<file path="config.mk">
export PLATFORM = sky130hd
export DESIGN_NAME = pat_sequencer
export DESIGN_NICKNAME = d
export VERILOG_FILES = /design/src/rtl/pat_seq_pkg.sv /design/src/rtl/pat_call_stack.sv /design/src/rtl/pat_sequencer.sv
export SDC_FILE = /design/constraint.sdc
export NUM_CORES = 1
export LEC_CHECK = 0
export CORE_MARGIN = 2
export CORE_UTILIZATION = 61
export CTS_BUF_LIST = sky130_fd_sc_hd__clkbuf_8
export DETAILED_ROUTE_END_ITERATION = 6
export HOLD_SLACK_MARGIN = 0.03
export PLACE_DENSITY_LB_ADDON = 0.12
export SLEW_MARGIN = 30
export SYNTH_ARGS = -nofsm -noshare
export SYNTH_HDL_FRONTEND = slang
export SYNTH_HIERARCHICAL = 1
export SYNTH_SLANG_ARGS = --single-unit
</file>
<file path="constraint.sdc">
create_clock -name clk -period 4.3 [get_ports clk]
set_input_delay 0.645 -clock clk [delete_from_list [all_inputs] [get_ports clk]]
set_output_delay 0.645 -clock clk [all_outputs]
set_load 0.1 [all_outputs]
</file>
<file path="src/rtl/pat_seq_pkg.sv">
// Shared definitions for the pattern-buffer program sequencer: condition codes,
// the selected-operation encoding and the condition evaluator.
package pat_seq_pkg;

    localparam logic [1:0] COND_ALWAYS = 2'b00;
    localparam logic [1:0] COND_Z      = 2'b01;
    localparam logic [1:0] COND_NZ     = 2'b10;
    localparam logic [1:0] COND_NEG    = 2'b11;

    typedef enum logic [2:0] {
        SEL_INC,
        SEL_BF,
        SEL_BB,
        SEL_CALL,
        SEL_RET
    } sel_e;

    function automatic logic cond_eval(input logic [1:0] cond, input logic zero,
                                       input logic neg);
        logic ok;
        unique case (cond)
            COND_ALWAYS: ok = 1'b1;
            COND_Z:      ok = zero;
            COND_NZ:     ok = ~zero;
            COND_NEG:    ok = neg;
            default:     ok = 1'b0;
        endcase
        return ok;
    endfunction

endpackage

</file>
<file path="src/rtl/pat_call_stack.sv">
// Parametrised LIFO holding return addresses. No error handling: a push when
// full or a pop when empty is ignored, the caller is expected to gate them.
module pat_call_stack #(
    parameter int unsigned DEPTH     = 8,
    parameter int unsigned WIDTH     = 10,
    parameter int unsigned PTR_WIDTH = 3
) (
    input  logic                 clk,
    input  logic                 rst_n,
    input  logic                 i_push,
    input  logic                 i_pop,
    input  logic [WIDTH-1:0]     i_wdata,
    output logic [WIDTH-1:0]     o_top,
    output logic [PTR_WIDTH:0]   o_depth,
    output logic                 o_full,
    output logic                 o_empty
);

    localparam logic [PTR_WIDTH:0] CntOne  = (PTR_WIDTH + 1)'(1);
    localparam logic [PTR_WIDTH:0] CntFull = (PTR_WIDTH + 1)'(DEPTH);

    logic [WIDTH-1:0]     r_mem [DEPTH];
    logic [PTR_WIDTH:0]   r_count;
    logic [PTR_WIDTH:0]   w_count_m1;
    logic                 w_do_push;
    logic                 w_do_pop;

    assign o_full     = (r_count == CntFull);
    assign o_empty    = (r_count == '0);
    assign w_do_push  = i_push & ~o_full;
    assign w_do_pop   = i_pop & ~o_empty & ~i_push;
    assign w_count_m1 = r_count - CntOne;
    assign o_top      = r_mem[w_count_m1[PTR_WIDTH-1:0]];
    assign o_depth    = r_count;

    always_ff @(posedge clk or negedge rst_n) begin
        if (!rst_n) begin
            r_count <= '0;
        end else if (w_do_push) begin
            r_count <= r_count + CntOne;
        end else if (w_do_pop) begin
            r_count <= w_count_m1;
        end
    end

    // Storage is not reset; contents are meaningless until pushed.
    always_ff @(posedge clk) begin
        if (w_do_push) begin
            r_mem[r_count[PTR_WIDTH-1:0]] <= i_wdata;
        end
    end

endmodule

</file>
<file path="src/rtl/pat_sequencer.sv">
// Program sequencer: owns the PC and call/return stack, resolving one-hot
// branch/call/return strobes with condition codes into the next address.
module pat_sequencer
    import pat_seq_pkg::*;
#(
    parameter int unsigned I_ADR_WIDTH     = 10,
    parameter int unsigned OFFSET_WIDTH    = 8,
    parameter int unsigned STACK_DEPTH     = 8,
    parameter int unsigned STACK_PTR_WIDTH = 3
) (
    input  logic                       clk,
    input  logic                       reset,
    input  logic                       stall,
    input  logic                       op_bf,
    input  logic                       op_bb,
    input  logic                       op_call,
    input  logic                       op_ret,
    input  logic [1:0]                 condition,
    input  logic                       flag_zero,
    input  logic                       flag_neg,
    input  logic [OFFSET_WIDTH-1:0]    offset,
    input  logic                       clr_err,
    output logic [I_ADR_WIDTH-1:0]     pc,
    output logic [STACK_PTR_WIDTH:0]   depth,
    output logic                       taken,
    output logic                       overflow,
    output logic                       underflow
);

    logic [I_ADR_WIDTH-1:0] r_pc;
    logic                   r_taken;
    logic                   r_overflow;
    logic                   r_underflow;

    logic                   w_cond_ok;
    sel_e                   w_sel;
    logic                   w_ovf_evt;
    logic                   w_udf_evt;
    logic                   w_full;
    logic                   w_empty;
    logic [I_ADR_WIDTH-1:0] w_top;
    logic [I_ADR_WIDTH-1:0] w_offset_ext;
    logic [I_ADR_WIDTH-1:0] w_pc_inc;
    logic [I_ADR_WIDTH-1:0] w_pc_next;

    assign w_cond_ok    = cond_eval(condition, flag_zero, flag_neg);
    assign w_offset_ext = I_ADR_WIDTH'(offset);
    assign w_pc_inc     = r_pc + I_ADR_WIDTH'(1);

    // Only the highest-priority strobe is considered; a false condition or a
    // stack error on it falls back to a plain increment.
    always_comb begin
        w_sel     = SEL_INC;
        w_ovf_evt = 1'b0;
        w_udf_evt = 1'b0;
        if (!stall) begin
            if (op_ret) begin
                if (w_cond_ok) begin
                    if (w_empty) w_udf_evt = 1'b1;
                    else         w_sel     = SEL_RET;
                end
            end else if (op_call) begin
                if (w_cond_ok) begin
                    if (w_full) w_ovf_evt = 1'b1;
                    else        w_sel     = SEL_CALL;
                end
            end else if (op_bf) begin
                if (w_cond_ok) w_sel = SEL_BF;
            end else if (op_bb) begin
                if (w_cond_ok) w_sel = SEL_BB;
            end
        end
    end

    always_comb begin
        w_pc_next = w_pc_inc;
        unique case (w_sel)
            SEL_RET:          w_pc_next = w_top;
            SEL_CALL, SEL_BF: w_pc_next = r_pc + w_offset_ext;
            SEL_BB:           w_pc_next = r_pc - w_offset_ext;
            default:          w_pc_next = w_pc_inc;
        endcase
    end

    pat_call_stack #(
        .DEPTH     (STACK_DEPTH),
        .WIDTH     (I_ADR_WIDTH),
        .PTR_WIDTH (STACK_PTR_WIDTH)
    ) u_stack (
        .clk     (clk),
        .rst_n   (reset),
        .i_push  (w_sel == SEL_CALL),
        .i_pop   (w_sel == SEL_RET),
        .i_wdata (w_pc_inc),
        .o_top   (w_top),
        .o_depth (depth),
        .o_full  (w_full),
        .o_empty (w_empty)
    );

    always_ff @(posedge clk or negedge reset) begin
        if (!reset) begin
            r_pc        <= '0;
            r_taken     <= 1'b0;
            r_overflow  <= 1'b0;
            r_underflow <= 1'b0;
        end else begin
            if (stall) begin
                r_taken <= 1'b0;
            end else begin
                r_pc    <= w_pc_next;
                r_taken <= (w_sel != SEL_INC);
            end
            // A new error on the same edge as a clear wins.
            if (w_ovf_evt)    r_overflow  <= 1'b1;
            else if (clr_err) r_overflow  <= 1'b0;
            if (w_udf_evt)    r_underflow <= 1'b1;
            else if (clr_err) r_underflow <= 1'b0;
        end
    end

    assign pc        = r_pc;
    assign taken     = r_taken;
    assign overflow  = r_overflow;
    assign underflow = r_underflow;

endmodule

</file>
==> flow_summary_export.csv <==
group,metric,value,unit
route,final_antenna_net_count,0,
sta,tightest_slew,1000,ps
final_layout,drive_above_1_share,19.2,%
cts,clockBufferDepth,2,
sta,layout_min_cycle_time,3660,ps
route,wire_per_inst,20.5,um
final_layout,finalInstanceArea,5640,um2
floorplanning,die_area,8830,um2
synthesis,synthArstFlopShare,17.5,%
global_routing,grt_pass1_wl,16300,um
cts,clkLatencyLatePin,370,ps
cts,cts_resized,0,
route,vias_per_cell,6.24,
route,drt-pass1-iter-count,5,
worst_setup_path,crit_fanout,5,
worst_setup_path,worst_ep_required_time,4540,ps
floorplanning,ioPinCount,37,
final_layout,areaGrowthSynthToFinish,14.2,%
worst_setup_path,end_kind,"flip-flop",
placement,portBuffers,36,
floorplanning,coreArea,7770,um2
route,drc_errors,0,
final_layout,instances_no_fill,493,
floorplanning,fp-row-count,32,
sta,layout_worst_path_cycle_share,85.1,%
power,power.leakage,1.95,nW
synthesis,avgSynthCellArea,14.7,um2
synthesis,syn_area,4940,um2
global_routing,grt_max_degree,28,
flow_run,maxCapViolations,0,
cts,htreeDepth,3,
synthesis,yosysTopAreaCell,"edfxtp_1",
power,pwr_density_cell,749,nW/um2
synthesis,seq_area_frac_synth,57.3,%
sta,setup_viol,0,
status,status,"finished, final reports clean",
cts,cts.sinks,97,
sta,max_slew_margin,32.9,%
placement,hpwl,7040,um
sta,final_max_slew_viol_count,0,
cts,post_cts_buffers,0,
sta,fin_ws,642,ps
route,drtIter0Drc,300,
cts,holdBufCountCts,0,
min_path,hp-class,"reg -> reg",
placement,dpl_worst_slack,321,ps
floorplanning,start_util,63.6,%
cts,numCtsBuffers,9,
power,ir_worst_vdd,0.458,mV
worst_setup_path,cp_data_arrival_time,3900,ps
cts,root_buffer,"clkbuf_8",
synthesis,ys_warn_count,6,
synthesis,synth_ff_type,"edfxtp_1",
global_routing,first_global_vias,3059,
sta,fmax,0.273,GHz
synthesis,synth_edf_count,80,
synthesis,yosys.area.top_type_share,48.6,%
final_layout,final_cell_mix,"edfxtp_1 (80), clkdlybuf4s50_1 (35), nor2_1 (34)",
route,vias,3075,
sta,rsz0062_at_grt,"no",
floorplanning,die_h,94.0,um
synthesis,synth_fp_nets,370,
route,drt_wl_total,10100,um
global_routing,grt-ovfl-total,0,
placement,post_dp_cell_area,5440,um2
sta,hold_viol,0,
synthesis,syn_inst,336,
sta,skew,8.64,ps
synthesis,synthTopCellsByArea,"edfxtp_1 (49%), dfrtp_1 (8.6%), mux4_2 (7.3%)",
final_layout,fin_nets,420,
cts,cts_tree,"built",
synthesis,synth_cell_type_count,62,
worst_setup_path,startpoint_type,"input pin",
final_layout,final_common_cell,"edfxtp_1",
worst_setup_path,critical_path_class,"in -> reg",
final_layout,diodes,0,
placement,dp.cells,477,
global_routing,grt_antenna_before_repair,0,
synthesis,ys_ff_latch,97,
floorplanning,die_w,94.0,um
sta,setup_tns,0,ps
global_routing,grt_use_total,25.2,%
placement,routabilityCongestion,0.848,
cts,clk_pin_slew,100,ps
sequential cells by signal, summed over array words and instances (netlist names):
name	flops
taken	1
u_stack/o_depth	4
underflow	1
overflow	1
u_stack/r_mem	80
pc	10
kinds of logic after synthesis:
family / count (synthesis) / synth area share, %
DFF: 97 / 57.3
and+or+nand+nor: 82 / 8.84
AOI/OAI and AO/OA: 59 / 9.70
muxes: 34 / 12.6
buffers and inverters: 26 / 2.96
xor gates and xnor gates: 24 / 4.94
adders and majority gates: 14 / 3.70
metal layers:
layer / global-route usage [%] / part of all wire, % / vias to the layer above
li1: - / - / 1414
met1: 34.2 / 41 / 1535
met2: 41.7 / 52 / 115
met3: 4.01 / 6.1 / 11
met4: 9.30 / 1.3 / 0
met5: 0 / 0 / -
worst paths after layout:
kind	end	slack, ps	depth (start not counted)	from
worst max-delay path	pc[8]$_DFFE_PN0N_	640	12	flag_zero
worst min-delay path	overflow$_DFFE_PN0P_	520	1	overflow$_DFFE_PN0P_
worst max register to register	pc[8]$_DFFE_PN0N_	1370	10	pc[0]$_DFFE_PN0N_
worst min register to register	overflow$_DFFE_PN0P_	520	1	overflow$_DFFE_PN0P_
max in group asynchronous	pc[4]$_DFFE_PN0N_	3020	1	reset
min in group asynchronous	underflow$_DFFE_PN0P_	750	1	reset
power by group:
part / leakage (nW) / switching (mW) / internal (mW)
sequential: 0.914 / 0.145 / 1.28
combinational: 0.929 / 1.39 / 0.812
clock: 0.104 / 0.322 / 0.275
stage by stage:
step	power [mW]	util, %	hold slack, ps
after floorplan	3.12	-	349
after global placement	3.60	70.0	485
after detailed placement	3.64	70.0	505
after CTS	4.23	72.6	527
after global routing	4.43	72.6	541
final	4.23	72.6	517
synthesized netlist by cell type, types with 4 or more instances:
master / number
edfxtp_1: 80
nor2_1: 34
xnor2_1: 17
o21ai_0: 6
a211oi_1: 4
mux4_1: 4
mux2_2: 10
nor3_1: 7
mux4_2: 16
ha_1: 13
buf_6: 4
nand2_1: 17
dfrtp_1: 17
a21oi_1: 11
inv_1: 14
clkbuf_1: 4
nand3_1: 5
xor2_1: 5
a221oi_2: 5
layout make-up:
| type | instances | area [um2] |
|---|---|---|
| inverters | 15 | 56.3 |
| repair buffers | 50 | 463 |
| well taps | 102 | 128 |
| fillers | 492 | 2130 |
| clock inverters | 7 | 76.3 |
| flip-flops and latches | 97 | 2830 |
| clock buffers | 9 | 124 |
| multi-input cells | 213 | 1960 |
worst max-delay path, stage by stage:
cell,delay [ps]
clkdlybuf4s50_1,480
mux2i_2,270
a31oi_4,100
nor4_4,410
mux2i_1,200
fa_1,470
a211oi_1,330
o21bai_1,150
a2111oi_0,430
nor3_1,130
xnor2_1,180
o22ai_1,100
(Power assumes the default switching activity.)
